<file path="config.mk">
export PLATFORM = sky130hd
export DESIGN_NAME = alarm_clock_fsm_flat
export DESIGN_NICKNAME = d
export VERILOG_FILES = /design/src/rtl/alarm_clock_fsm_if.sv /design/src/rtl/alarm_clock_fsm.sv /design/src/flat_wrapper.sv
export SDC_FILE = /design/constraint.sdc
export NUM_CORES = 1
export LEC_CHECK = 0
export CAP_MARGIN = 30
export CORE_AREA = 2 2 39 41
export DETAILED_ROUTE_END_ITERATION = 10
export DIE_AREA = 0 0 41 43
export PLACE_DENSITY = 0.64
export RECOVER_POWER = 25
export SLEW_MARGIN = 20
export SYNTH_ARGS = -nofsm -noshare
export SYNTH_HDL_FRONTEND = slang
export SYNTH_SLANG_ARGS = --single-unit
</file>
<file path="constraint.sdc">
create_clock -name clock -period 1.3 [get_ports clock]
set_clock_uncertainty 0.1 [all_clocks]
set_input_delay 0.325 -clock clock [delete_from_list [all_inputs] [get_ports clock]]
set_output_delay 0.325 -clock clock [all_outputs]
set_load 0.01 [all_outputs]
</file>
<file path="src/rtl/alarm_clock_fsm_if.sv">
`default_nettype none
// ----------------------------------------------------------------------------
// alarm_clock_fsm_if : keypad/button inputs and control strobes of the alarm FSM
// Revision 1.0
// ----------------------------------------------------------------------------
interface alarm_clock_fsm_if;
  logic       one_second;
  logic       time_button;
  logic       alarm_button;
  logic [3:0] key;
  logic       reset_count;
  logic       load_new_a;
  logic       show_a;
  logic       show_new_time;
  logic       load_new_c;
  logic       shift;

  // Front-end / environment side
  modport master (
    output one_second, time_button, alarm_button, key,
    input  reset_count, load_new_a, show_a, show_new_time, load_new_c, shift
  );

  // Control FSM side
  modport slave (
    input  one_second, time_button, alarm_button, key,
    output reset_count, load_new_a, show_a, show_new_time, load_new_c, shift
  );
endinterface
`default_nettype wire

</file>
<file path="src/rtl/alarm_clock_fsm.sv">
`default_nettype none
// ----------------------------------------------------------------------------
// alarm_clock_fsm : Moore control FSM for the alarm-clock datapath with a
// key-entry timeout. Optional macro FSM_STATE_OUT_EN adds state_o.
// Revision 1.0
// ----------------------------------------------------------------------------
module alarm_clock_fsm #(
  parameter logic [3:0]  NOKEY   = 4'd10,
  parameter int unsigned TIMEOUT = 10
) (
  input  wire logic         clock,
  input  wire logic         reset,
`ifdef FSM_STATE_OUT_EN
  output      logic [2:0]   state_o,
`endif
  alarm_clock_fsm_if.slave  bus
);

  localparam logic [3:0] c_TIMEOUT = 4'(TIMEOUT);

  typedef enum logic [2:0] {
    SHOW_TIME        = 3'd0,
    KEY_STORED       = 3'd1,
    KEY_WAITED       = 3'd2,
    KEY_ENTRY        = 3'd3,
    SHOW_ALARM       = 3'd4,
    SET_ALARM_TIME   = 3'd5,
    SET_CURRENT_TIME = 3'd6
  } state_t;

  state_t     r_state;
  state_t     w_next_state;
  logic [3:0] r_count;
  logic       w_timeout;
  logic       w_key_pressed;
  logic       w_counting;

  logic w_reset_count;
  logic w_load_new_a;
  logic w_show_a;
  logic w_show_new_time;
  logic w_load_new_c;
  logic w_shift;

  assign w_key_pressed = (bus.key != NOKEY);
  assign w_timeout     = (r_count == c_TIMEOUT);
  assign w_counting    = (r_state == KEY_WAITED) || (r_state == KEY_ENTRY);

  always_ff @(posedge clock) begin
    if (reset) begin
      r_state <= SHOW_TIME;
    end else begin
      r_state <= w_next_state;
    end
  end

  // Timeout counter only runs during an entry session and saturates at TIMEOUT
  always_ff @(posedge clock) begin
    if (reset || !w_counting) begin
      r_count <= 4'd0;
    end else if (bus.one_second && !w_timeout) begin
      r_count <= r_count + 4'd1;
    end
  end

  always_comb begin
    w_next_state = r_state;
    case (r_state)
      SHOW_TIME: begin
        if (bus.alarm_button)       w_next_state = SHOW_ALARM;
        else if (w_key_pressed)     w_next_state = KEY_STORED;
      end
      KEY_STORED:                   w_next_state = KEY_WAITED;
      KEY_WAITED: begin
        if (w_timeout)              w_next_state = SHOW_TIME;
        else if (!w_key_pressed)    w_next_state = KEY_ENTRY;
      end
      KEY_ENTRY: begin
        if (w_timeout)              w_next_state = SHOW_TIME;
        else if (bus.alarm_button)  w_next_state = SET_ALARM_TIME;
        else if (bus.time_button)   w_next_state = SET_CURRENT_TIME;
        else if (w_key_pressed)     w_next_state = KEY_STORED;
      end
      SHOW_ALARM: begin
        if (!bus.alarm_button)      w_next_state = SHOW_TIME;
      end
      SET_ALARM_TIME:               w_next_state = SHOW_TIME;
      SET_CURRENT_TIME:             w_next_state = SHOW_TIME;
      default:                      w_next_state = SHOW_TIME;
    endcase
  end

  always_comb begin
    w_reset_count   = 1'b0;
    w_load_new_a    = 1'b0;
    w_show_a        = 1'b0;
    w_show_new_time = 1'b0;
    w_load_new_c    = 1'b0;
    w_shift         = 1'b0;
    case (r_state)
      KEY_STORED: begin
        w_shift       = 1'b1;
        w_reset_count = 1'b1;
      end
      KEY_ENTRY:        w_show_new_time = 1'b1;
      SHOW_ALARM:       w_show_a        = 1'b1;
      SET_ALARM_TIME:   w_load_new_a    = 1'b1;
      SET_CURRENT_TIME: w_load_new_c    = 1'b1;
      default: ;
    endcase
  end

  assign bus.reset_count   = w_reset_count;
  assign bus.load_new_a    = w_load_new_a;
  assign bus.show_a        = w_show_a;
  assign bus.show_new_time = w_show_new_time;
  assign bus.load_new_c    = w_load_new_c;
  assign bus.shift         = w_shift;

`ifdef FSM_STATE_OUT_EN
  assign state_o = r_state;
`endif

endmodule
`default_nettype wire

</file>
<file path="src/flat_wrapper.sv">
// flat-port wrapper written by rule: the top's interface ports become plain ports
module alarm_clock_fsm_flat 
#(
  parameter logic [3:0]  NOKEY   = 4'd10,
  parameter int unsigned TIMEOUT = 10
)
  (clock, reset, bus_one_second, bus_time_button, bus_alarm_button, bus_key, bus_reset_count, bus_load_new_a, bus_show_a, bus_show_new_time, bus_load_new_c, bus_shift);
  alarm_clock_fsm_if bus_i ();
  input  wire logic clock;
  input  wire logic reset;
  input wire logic [$bits(bus_i.one_second)-1:0] bus_one_second;
  input wire logic [$bits(bus_i.time_button)-1:0] bus_time_button;
  input wire logic [$bits(bus_i.alarm_button)-1:0] bus_alarm_button;
  input wire logic [$bits(bus_i.key)-1:0] bus_key;
  output wire logic [$bits(bus_i.reset_count)-1:0] bus_reset_count;
  output wire logic [$bits(bus_i.load_new_a)-1:0] bus_load_new_a;
  output wire logic [$bits(bus_i.show_a)-1:0] bus_show_a;
  output wire logic [$bits(bus_i.show_new_time)-1:0] bus_show_new_time;
  output wire logic [$bits(bus_i.load_new_c)-1:0] bus_load_new_c;
  output wire logic [$bits(bus_i.shift)-1:0] bus_shift;
  assign bus_i.one_second = bus_one_second;
  assign bus_i.time_button = bus_time_button;
  assign bus_i.alarm_button = bus_alarm_button;
  assign bus_i.key = bus_key;
  assign bus_reset_count = bus_i.reset_count;
  assign bus_load_new_a = bus_i.load_new_a;
  assign bus_show_a = bus_i.show_a;
  assign bus_show_new_time = bus_i.show_new_time;
  assign bus_load_new_c = bus_i.load_new_c;
  assign bus_shift = bus_i.shift;
  alarm_clock_fsm #(.NOKEY(NOKEY), .TIMEOUT(TIMEOUT)) u_core (.clock(clock), .reset(reset), .bus(bus_i));
endmodule
</file>
* Yosys cells after proc, flatten, opt, wreduce, memory -nomap -nowiden
Cells that the tools add are included.
** Word-level totals
- ROM bits :: 0
- Latch bits :: 0
- Memories :: 0
- Memory bits (writable) :: 0
- Logic and storage cells :: 34
- Output and inout port bits :: 6
- Input bits :: 9
- Register bits :: 7
** Operators by class
- Mux-type cells :: 14
- $lt $le $gt $ge :: 0
- Eq/ne operators :: 10
- Multiply operators :: 0
- Add/sub/neg operators :: 1
- Bitwise operators :: 0
- Shifts and indexed selects :: 0
- Reduce and logical (&&, ||, !) cells :: 7
- Divide/modulo/power cells :: 0
** Operator list (number)
- 3-bit two-way mux :: 8
- 3-bit case mux with 5 select lines :: 1
- 3-bit equality test (second input constant) :: 3
- 3-bit by 2-bit equality test with 1-bit output (second input constant) :: 2
- 1-bit two-way mux :: 5
- 4-bit by 1-bit adder with 4-bit output (second input constant) :: 1
- 4-bit equality test (second input constant) :: 1
- 4-bit != test (second input constant) :: 1
- 3-bit by 1-bit equality test with 1-bit output (second input constant) :: 1
- 3-bit zero test :: 1
- 3-bit by 2-bit != test with 1-bit output (second input constant) :: 1
- 1-bit zero test :: 2
- 1-bit logical OR :: 2
- 2-bit != test (second input constant) :: 1
- 2-bit AND reduction :: 1
- 1-bit logical AND :: 1

* Logic depth before layout (Yosys ltp)
- Depth after elaboration :: 6
- Gate-level depth with buffers :: 6
- Mapped depth without buffers :: 5

* Least setup slack after synthesis
No wires, ideal clock.
- Path kind :: register to register
- Start point :: register u_core.r_count[0]
- End point :: register u_core.r_state[0]
- Data required time :: 1.109 ns
- Clock period less this slack :: 1.446 ns
- Library setup time :: 0.091 ns
- Slack :: -0.146 ns
- Path buffers :: 1
- Stages on the path, launching flop included :: 7
- Arrival :: 1.255 ns
- Cell sequence :: dfxtp_1 inv_1 ha_1 nand3b_1 clkbuf_1 nand3_1 a311oi_1
** Between the ends
- Word-level cells in the longest chain between the ends :: 3
- Elaborated cells between the ends (all ways) :: 6
- Those cells by class :: eq/ne: 2; mux: 3; reduce/logical: 1
** Ends and longest elaborated chain
- start, declared :: line alarm_clock_fsm.sv:33 : logic [3:0] r_count;
- start signal, assigned :: line alarm_clock_fsm.sv:62 : r_count <= r_count + 4'd1;
- 4-bit equality test (*) :: line alarm_clock_fsm.sv:46 : assign w_timeout = (r_count == c_TIMEOUT);
- 3-bit two-way mux (tied with other cells) :: line alarm_clock_fsm.sv:79 : if (w_timeout) w_next_state = SHOW_TIME;
- 3-bit case mux with 5 select lines or 2-bit AND reduction (tied branches)
- end signal, assigned :: line alarm_clock_fsm.sv:53 : r_state <= w_next_state;
- end, declared :: line alarm_clock_fsm.sv:31 : state_t r_state;
Every way passes the cells marked *; elsewhere a longest branch is shown, timed or not.
A chain may end at the register's enable or synchronous reset.

* Final worst setup path
- Start point :: register u_core.r_state[1]
- End point :: output bus_load_new_a
** Between the ends
- Word-level cells in the longest chain between the ends :: 2
** Ends and longest elaborated chain
- 3-bit equality test :: line alarm_clock_fsm.sv:100 : case (r_state)
- 1-bit two-way mux :: line alarm_clock_fsm.sv:100
- end, declared :: line flat_wrapper.sv:16 : output wire logic [$bits(bus_i.load_new_a)-1:0] bus_load_new_a;
Every way passes these cells.

==> results.cfg <==
[timing]
min_period_over_period = 1.16
fin_setup_tns_ns = -1.03
rsz0062_at_grt = yes
finalWorstSetupSlack_ns = -0.206
relSlewSlack = 0.765
tightest_slew_ns = 0.347
drv_slew = 0
finalHoldViolations = 0
setup_viol = 8
min_period_ns = 1.51
maxClockFrequency_mhz = 664

[routing]
firstDrtPassIters = 3
ant_nets = 0
vias_per_cell = 5.44
drt-initial-drc-count = 5
routed_wl_um = 1680
drc = 0
vias = 604
wl_per_cell_um = 15.2

[placed_design]
place_hpwl_um = 902
place.gp.congestion = 0.682
place_inst = 96
dpl-instance-area_um2 = 718
io_buffers = 14

[worst_setup_path]
worstSetupEndpointType = output pin
worstPathArrival_ns = 1.08
crit_fanout = 5
critical_path_class = reg -> out
r2r_cells = 6
cp-start-kind = flop
required_ns = 0.88

[cells_and_area]
drive_above_1_share = 0.653
area_delta_synth_final_pct = 112
layout_common_cells = buf_4 (21), buf_6 (6), buf_2 (5), a21oi_1 (4), clkdlybuf4s15_1 (4)
fillerInstances = 115
multi_input_area_um2 = 413
post-route-cell-area_um2 = 961
fin_cells = 111
layout_commonest_cell = buf_4
seqCellArea_um2 = 151
antenna_cells = 0
fin_nets = 107

[clock_tree]
clock_path_buffers = 2
insertion_delay_ns = 0.26
cts_buffers = 3
clkTransAtPathRegs_ns = 0.06
cts-root-buf = clkbuf_4
cts.sinks = 7
postCtsHoldBufs = 0
h-tree-depth = 1
cts_tree = yes

[power]
switching_power_mw = 0.156
p_seq_frac = 0.394
finalPower_mw = 0.571
p_leak_nw = 0.399
combPwrFrac = 0.243
p_int_mw = 0.415
pwr-share-clk = 0.364
ir_drop_mv = 0.572
switching_share = 0.273
power.density_nw_per_um2 = 594

[die]
coreArea_um2 = 1380
rows = 14
die-height_um = 43
dieArea_um2 = 1760
start_util = 0.327
design.portCount = 15
die_w_um = 41

[yosys]
synth_cells = 54
synth_area_leaders = dfxtp_1 (31%), a21oi_1 (7.7%), ha_1 (5.5%), nand3_1 (4.4%), a311oi_1 (3.9%)
synth_edf_count = 0
netlist_area_um2 = 453
yosysUniqueCellTypes = 30
yosysSeqAreaShare = 0.309
syn_nets = 65
synthFlopType = dfxtp_1
synth_top_area_share = 0.309
synth_seq_cells = 7
synth_warnings = 0
postSynthAreaPerCell_um2 = 8.39
synth_top_area_cell = dfxtp_1
async_reset_ff_frac = 0

[global_route]
grt_pass1_vias = 584
grt_usage = 0.197
grt_overflow_total = 0
grt_max_degree = 7
antenna_found_initial = 0
grt_pass1_wl_um = 2350

[job]
cap_violations = 0

[run_status]
failed_checks = setup timing
status = complete, but fails checks

[worst_hold_path]
hold_class = reg -> reg
hold_depth = 2
-- registers in the layout, summed over array words and instances, names as in the netlist --
name,count
u_core.r_count,4
u_core.r_state,3
-- cell type report --
class,count,area share
inverters,3,0.0117
repair buffers,41,0.353
flip-flops and latches,7,0.158
clock buffers,4,0.0273
well taps,16,0.0208
multi-input cells,40,0.430
-- critical path: stages (launching register included) --
cell and delay (ns):
dfxtp_4 0.37, and2b_1 0.19, and2_1 0.13, buf_2 0.13
-- power by group through the flow --
stage	Sequential, mW	Clock, mW	Combinational [mW]
3_5_place_dp	0.231	0	0.0980
5_1_grt	0.225	0.224	0.148
3_3_place_gp	0.231	0	0.0973
6_report	0.225	0.208	0.139
2_1_floorplan	0.226	0	0.0390
4_1_cts	0.224	0.214	0.109
-- layer usage --
| metal | wire, µm | GRT usage | part of all wire | vias up |
|---|---|---|---|---|
| met4 | 88 | 0.133 | 0.052 | 0 |
| met2 | 888 | 0.331 | 0.53 | 21 |
| li1 | - | - | - | 287 |
| met5 | 0 | 0 | 0 | - |
| met1 | 615 | 0.201 | 0.37 | 286 |
| met3 | 90 | 0.0419 | 0.054 | 10 |
-- timing repair --
item / in CTS / in global routing
pin swaps: 5 / 11
setup endpoints to repair: 13 / 11
gates resized for setup: 46 / 23
buffers inserted: 7 / 5
-- Yosys cell counts, drive strengths merged, types with 2 or more instances --
cell type  instances
ha                 2
clkbuf             2
inv                3
dfxtp              7
nand2b             2
a311oi             2
nand3              4
and3               2
nor2b              2
a21oi              7
nor3               2
buf                2
-- stage by stage --
stage / setup slack, ns / hold WS (ns) / util
after floorplan: -0.0173 / 0.294 / -
after global placement: -0.431 / 0.402 / 0.519
after detailed placement: -0.483 / 0.416 / 0.519
after CTS: -0.214 / 0.403 / 0.590
after global routing: -0.256 / 0.458 / 0.694
final: -0.206 / 0.431 / 0.694
-- path summary, 6_finish.rpt --
kind	slack, ns	from	end
hold reg to reg	0.43	u_core.r_count[3]$_SDFFE_PP0P_	u_core.r_count[3]$_SDFFE_PP0P_
hold / removal	0.43	u_core.r_count[3]$_SDFFE_PP0P_	u_core.r_count[3]$_SDFFE_PP0P_
setup / recovery	-0.21	u_core.r_state[1]$_SDFFE_PP0P_	bus_load_new_a
setup reg to reg	-0.05	u_core.r_count[0]$_SDFFE_PP0P_	u_core.r_state[0]$_SDFFE_PP0P_
-- cell families (layout without fill, tap and decap cells) --
kind of cell / Yosys count / count (layout) / synth area share
buffers and inverters: 7 / 48 / 0.0829
XOR/XNOR: 1 / 1 / 0.0193
adder cells (fa/ha/maj): 2 / 2 / 0.0552
flip-flops: 7 / 7 / 0.309
AND/OR/NAND/NOR: 23 / 23 / 0.326
AO/OA/AOI/OAI: 14 / 14 / 0.207
Power figures use the tool's default switching activity.
